[src/rtl/uart_tx_arbiter.sv]
// Round-robin arbiter sharing one UART transmitter among NREQ byte producers.
// Define UART_ARB_FIXED_PRIO_EN to select fixed lowest-index priority instead.
module uart_tx_arbiter #(
  parameter  int NREQ = 4,
  parameter  int DBIT = 8,
  localparam int IW   = $clog2(NREQ)
) (
  input  logic                 clk,
  input  logic                 reset,
  input  logic [NREQ-1:0]      req_valid,
  input  logic [NREQ*DBIT-1:0] req_data,
  output logic [NREQ-1:0]      req_ready,
  output logic                 tx_start,
  output logic [DBIT-1:0]      tx_din,
  input  logic                 tx_done_tick,
  output logic [IW-1:0]        grant_id,
  output logic                 busy
);

  typedef enum logic [1:0] {IDLE, START, WAIT} state_t;

  state_t            state_reg, state_next;
  logic [IW-1:0]     last_grant_reg;
  logic [IW-1:0]     grant_id_reg;
  logic [DBIT-1:0]   tx_din_reg;
  logic [DBIT-1:0]   req_bytes [NREQ];
  logic              found;
  logic [IW-1:0]     winner;
  logic [IW-1:0]     cand;

  genvar gi;
  generate
    for (gi = 0; gi < NREQ; gi++) begin : g_bytes
      assign req_bytes[gi] = req_data[gi*DBIT +: DBIT];
    end
  endgenerate

  // Winner search; only the selected byte ever reaches tx_din.
  always_comb begin
    found  = 1'b0;
    winner = '0;
    cand   = '0;
`ifdef UART_ARB_FIXED_PRIO_EN
    for (int i = NREQ - 1; i >= 0; i--) begin
      cand = IW'(i);
      if (req_valid[cand]) begin
        found  = 1'b1;
        winner = cand;
      end
    end
`else
    for (int k = 1; k <= NREQ; k++) begin
      cand = IW'((int'(last_grant_reg) + k) % NREQ);
      if (!found && req_valid[cand]) begin
        found  = 1'b1;
        winner = cand;
      end
    end
`endif
  end

  always_comb begin
    req_ready = '0;
    if (state_reg == IDLE && found && !reset)
      req_ready[winner] = 1'b1;
  end

  always_comb begin
    state_next = state_reg;
    case (state_reg)
      IDLE:    if (found) state_next = START;
      START:   state_next = WAIT;
      WAIT:    if (tx_done_tick) state_next = IDLE;
      default: state_next = IDLE;
    endcase
  end

  always_ff @(posedge clk or posedge reset) begin
    if (reset) begin
      state_reg      <= IDLE;
      last_grant_reg <= IW'(NREQ - 1);
      grant_id_reg   <= '0;
      tx_din_reg     <= '0;
    end else begin
      state_reg <= state_next;
      if (state_reg == IDLE && found) begin
        tx_din_reg     <= req_bytes[winner];
        grant_id_reg   <= winner;
        last_grant_reg <= winner;
      end
    end
  end

  assign tx_start = (state_reg == START);
  assign busy     = (state_reg != IDLE);
  assign tx_din   = tx_din_reg;
  assign grant_id = grant_id_reg;

endmodule

[config.mk]
export PLATFORM = sky130hd
export DESIGN_NAME = uart_tx_arbiter
export DESIGN_NICKNAME = d
export VERILOG_FILES = /design/src/rtl/uart_tx_arbiter.sv
export SDC_FILE = /design/constraint.sdc
export NUM_CORES = 1
export LEC_CHECK = 0
export ABC_AREA = 1
export CORE_MARGIN = 2
export CORE_UTILIZATION = 45
export DETAILED_ROUTE_END_ITERATION = 10
export PLACE_DENSITY = 0.95
export SETUP_SLACK_MARGIN = 0.3
export SYNTH_ARGS = -nofsm -noshare
export SYNTH_HDL_FRONTEND = slang
export SYNTH_SLANG_ARGS = --single-unit
export TNS_END_PERCENT = 1
[constraint.sdc]
create_clock -name clk -period 6.8 [get_ports clk]
set_clock_uncertainty 0.2 [all_clocks]
set_input_delay 1.7 -clock clk [delete_from_list [all_inputs] [get_ports clk]]
set_output_delay 1.7 -clock clk [all_outputs]
set_load 0.03 [all_outputs]
======== After elaboration in Yosys (flattened, before gate mapping) ========
Cells that the tools add are included.
operators by class
  mux-type cells .......................... 25
  magnitude comparators ................... 7
  equal/unequal tests ..................... 4
  reduce and logical (&&, ||, !) cells .... 13
  bitwise logic cells ..................... 1
  add/sub/neg operators ................... 4
operators with widths
  cell                 number
  $bmux 8 s2           1
  $mux 8               2
  $lt 2x3->1 const B   5
  $mux 2               6
  $mux 1               9
  $bmux 1 s2           4
  $logic_and 1x1->1    6
  $pmux 2 s3           1
  $add 2x1->2 const B  2
  $add 2x2->2 const B  2
  $logic_not 1->1      4
  $mux 4               1
  $ne 2x2->1 const B   2
  $ge 3x3->1 const B   1
  $not 2->3            1
  $demux 1 s2          1
  $eq 2x1->1 const B   1
  $eq 2x2->1 const B   1
  $ge 2x1->1 const B   1
  $logic_not 2->1      1
  $reduce_and 2->1     1
  $reduce_bool 2->1    1
storage, ports and cells
  register bits ........................... 14
  input port bits ......................... 39

======== Depth between registers and ports, before layout ========
  depth after elaboration ................. 18
  depth in mapped cells ................... 17
  depth with buffers taken out ............ 15

======== Least setup slack after synthesis ========
OpenSTA, ideal clock, no wires.
  path type ............................... input port to output port
  from .................................... input req_valid[1]
  to ...................................... output req_ready[3]
  arrival ................................. 3254 ps
  path slack .............................. 1646 ps
  data required time ...................... 4900 ps
  stages .................................. 10
  cells stage by stage .................... inv_1 > nand2_1 > nand3_1 > nand2_2 > nor2_8 > nand4_4 > nand3_2 > buf_6 > inv_2 > nor3_1
on the way
  cells in the longest elaborated chain, start to end .. 17
  elaborated cells between the ends (all ways) .. 30
  classes of those cells .................. 2 x order compare; 19 x mux; 9 x reduce/logical
ends and longest elaborated chain
  what                                                                   line  source
  start: declaration                                                     10    input logic [NREQ-1:0] req_valid,
  $bmux 1 s2                                                             54    if (!found && req_valid[cand]) begin
  $mux 1 (implied by the code)                                           54
  $mux 1                                                                 54
  $logic_not 1->1                                                        54
  $logic_and 1x1->1                                                      54
  $mux 1                                                                 54
  $logic_not 1->1                                                        54
  $logic_and 1x1->1                                                      54
  $mux 1                                                                 54
  $logic_not 1->1                                                        54
  $logic_and 1x1->1                                                      54
  $mux 2                                                                 54
  $lt 2x3->1 (implied by the code) / $ge 2x1->1 (equally long branches)  65    req_ready[winner] = 1'b1;
  $logic_and 1x1->1 (implied by the code)                                65
  $mux 1 (implied by the code)                                           65
  $demux 1 s2                                                            65
  $mux 4 (*)                                                             64    if (state_reg == IDLE && found && !reset)
  end: declaration                                                       12    output logic [NREQ-1:0] req_ready,
Mark *: on every way between the ends. The rest lies on a longest branch, timed or not. The select of a mux whose other input is x is not followed.

======== Worst setup path in the final report ========
  from .................................... input req_valid[3]
  to ...................................... output req_ready[3]
The elaborated chain is that of the path after synthesis.

==> metrics.md <==
| Metric | Value |
|---|---|
| Status | `finished, final reports clean` |
| Via-per-instance ratio | `5.08` |
| Initial core utilization | `46.3%` |
| Clock share of power | `5.4%` |
| #FFs+latches synth | `14` |
| Worst-margin pin slew | `0.527 ns` |
| Cell area after synthesis | `0.00124 mm2` |
| Crit path time final | `6.21 ns` |
| Pwr Density | `610 mW/mm2` |
| Fmax | `161 MHz` |
| Wire length per cell | `11.1 um` |
| GRT Total Usage | `20.3%` |
| Hold_buf cts | `0` |
| Netlist cell types | `23` |
| Post-synth top cells | `nand2_1 (102), nand4_1 (17), dfrtp_1 (12), inv_1 (11), nand2_2 (11)` |
| TNS Setup | `0 ns` |
| CTS tree | `built` |
| Main synth FF type | `dfrtp_1` |
| Synth top area cells | `nand2_1 (31%), dfrtp_1 (24%), nand4_1 (8.5%)` |
| Clk Latency, worst-skew pair | `0.28 ns` |
| Crit start category | `primary input` |
| Detailed Route WL | `3.09 mm` |
| I/O Buffers | `54` |
| Final hold viol count | `0` |
| Area fraction of the dominant cell type after synthesis | `30.8%` |
| Clock Path Buffers | `2` |
| # rows | `19` |
| Fraction of registers with async set/reset | `100%` |
| Relative max-transition margin | `64.8%` |
| Final Setup Violations | `0` |
| Initial antenna violation count | `0` |
| Post-route ant nets | `0` |
| Ports | `55` |
| Arr. time, crit path | `4.31 ns` |
| DR pass1 iterations | `4` |
| Die Y | `56.6 um` |
| CTS HTree Levels | `1` |
| ANT cells | `0` |
| Syn nets | `236` |
| Crit path required time | `4.90 ns` |
| Avg Inst Size Synth | `6.32 um2` |
| CP max FO | `20` |
| Gr ovfl total | `0` |
| Max reg flops | `8` |
| Total of max-cap violations | `0` |
| Cell leakage power | `0.919 nW` |
| Fin. max-slew vios | `0` |
| Area Overhead vs Synth | `45.0%` |
| Gp weighted congestion | `0.830` |
| Number of remaining DRC errors | `0` |
| Gate power share | `79.7%` |
| CP Class | `in2out` |
| Largest net degree at the start of global routing | `21` |
| Die width | `56.6 um` |
| Count leader, synth | `nand2_1` |
| Vias in the first global route | `1270` |
| Crit. End Element | `output port` |
| Post-cts sizing count | `0` |
| Net Switching | `640 uW` |
| Worst Hold Class | `reg2reg` |
| Yosys warnings | `0` |
| Postcts setup bufs | `0` |
| Core area | `0.00269 mm2` |
| Nets | `287` |
| Max IR drop VDD | `474 uV` |
| Leading area contributor after synthesis | `nand2_1` |
| Register area share after synthesis | `28.3%` |
| Unrepaired setup endpoints after global routing | `no` |
| Share of layout cells above drive strength 1 | `12.1%` |
| Total CTS buffers | `3` |
| First-pass GRT wire length | `5.28 mm` |
| Total chip power | `1.10 mW` |
| Int Power | `461 uW` |
| Die ar. | `0.00320 mm2` |
| Root Buffer | `clkbuf_4` |
| 1st-iter DRT viols | `58` |
| Post-Syn Instances | `197` |
| CTS Sinks | `14` |
| Fin crit share | `91.3%` |
| Seq pwr share | `14.9%` |
| Sw Ratio | `58.2%` |
| Reg-to-reg setup timing slack | `4.19 ns` |
| Vias | `1411` |
| EDFF count, synth | `0` |
| Clock-pin transition on the worst setup and hold timing paths | `0.09 ns` |
| HPWL after DPL | `2.40 mm` |
cell type report:
cell class | count | area, um2
fillers | 231 | 881
multi-input cells | 158 | 764
repair buffers | 55 | 548
flip-flops and latches | 14 | 353
inverters | 16 | 65.1
well taps | 31 | 38.8
clock buffers | 4 | 36.3
cells by family after synthesis:
group           Yosys count  synth area share [%]
compound gates            5                  2.21
buf+inv                  25                  10.3
flops                    14                  28.3
simple gates            153                  59.2
worst paths after layout:
check / startpoint / end / cells after the start
setup / recovery: req_valid[3] / req_ready[3] / 10
hold / removal: grant_id[1] / grant_id[1] / 2
setup reg to reg: last_grant_reg[0] / tx_din[4] / 15
hold reg to reg: grant_id[1] / grant_id[1] / 2
max in group asynchronous: reset / last_grant_reg[0] / 2
min in group asynchronous: reset / state_reg[0] / 2
metal layers:
layer / up-vias / global-route usage (%) / wire (um) / part of all wire [%]
met4: 0 / 1.70 / 0 / 0
met3: 0 / 4.38 / 203 / 6.6
li1: 727 / - / - / -
met1: 628 / 26.9 / 1400 / 45
met2: 56 / 35.2 / 1490 / 48
met5: - / 0 / 0 / 0
power by group through the flow:
stage | logic [mW] | clock network [mW] | registers (mW)
3_3_place_gp | 0.845 | 0 | 0.166
2_1_floorplan | 0.661 | 0 | 0.206
6_report | 0.877 | 0.0593 | 0.164
4_1_cts | 0.875 | 0.0607 | 0.164
3_5_place_dp | 0.872 | 0 | 0.165
5_1_grt | 0.984 | 0.0643 | 0.169
critical path: stages:
cell and delay (ns):
clkdlybuf4s50_1 0.49, inv_1 0.05, nand2_1 0.07, nand2_1 0.06
o21ai_1 0.29, nand4_4 0.28, nand3_2 0.40, inv_2 0.07
nor3_1 0.19, clkdlybuf4s50_1 0.69
through the flow:
stage	hold slack, ns	area [um2]	worst slack, ns	instances	utilization [%]
after floorplan	0.322	1240	1.65	197	-
after global placement	0.269	1770	0.682	274	65.9
after detailed placement	0.270	1770	0.653	274	65.9
after CTS	0.292	1810	0.625	278	67.2
after global routing	0.304	1810	0.378	278	67.2
final	0.292	1810	0.593	278	67.2
placed cells by master, fill, tap and decap left out, types with 2 or more instances in the layout:
master / n
nand3_1: 8
dfrtp_1: 12
clkbuf_4: 3
o21ai_1: 2
dfstp_2: 2
o21ai_0: 2
nor3_1: 4
nand3_2: 2
clkdlybuf4s50_1: 54
nand4_1: 17
nand2_2: 11
nor2_1: 3
inv_1: 11
nand2_4: 2
nand2_1: 102
inv_2: 4
(Power assumes the default switching activity.)
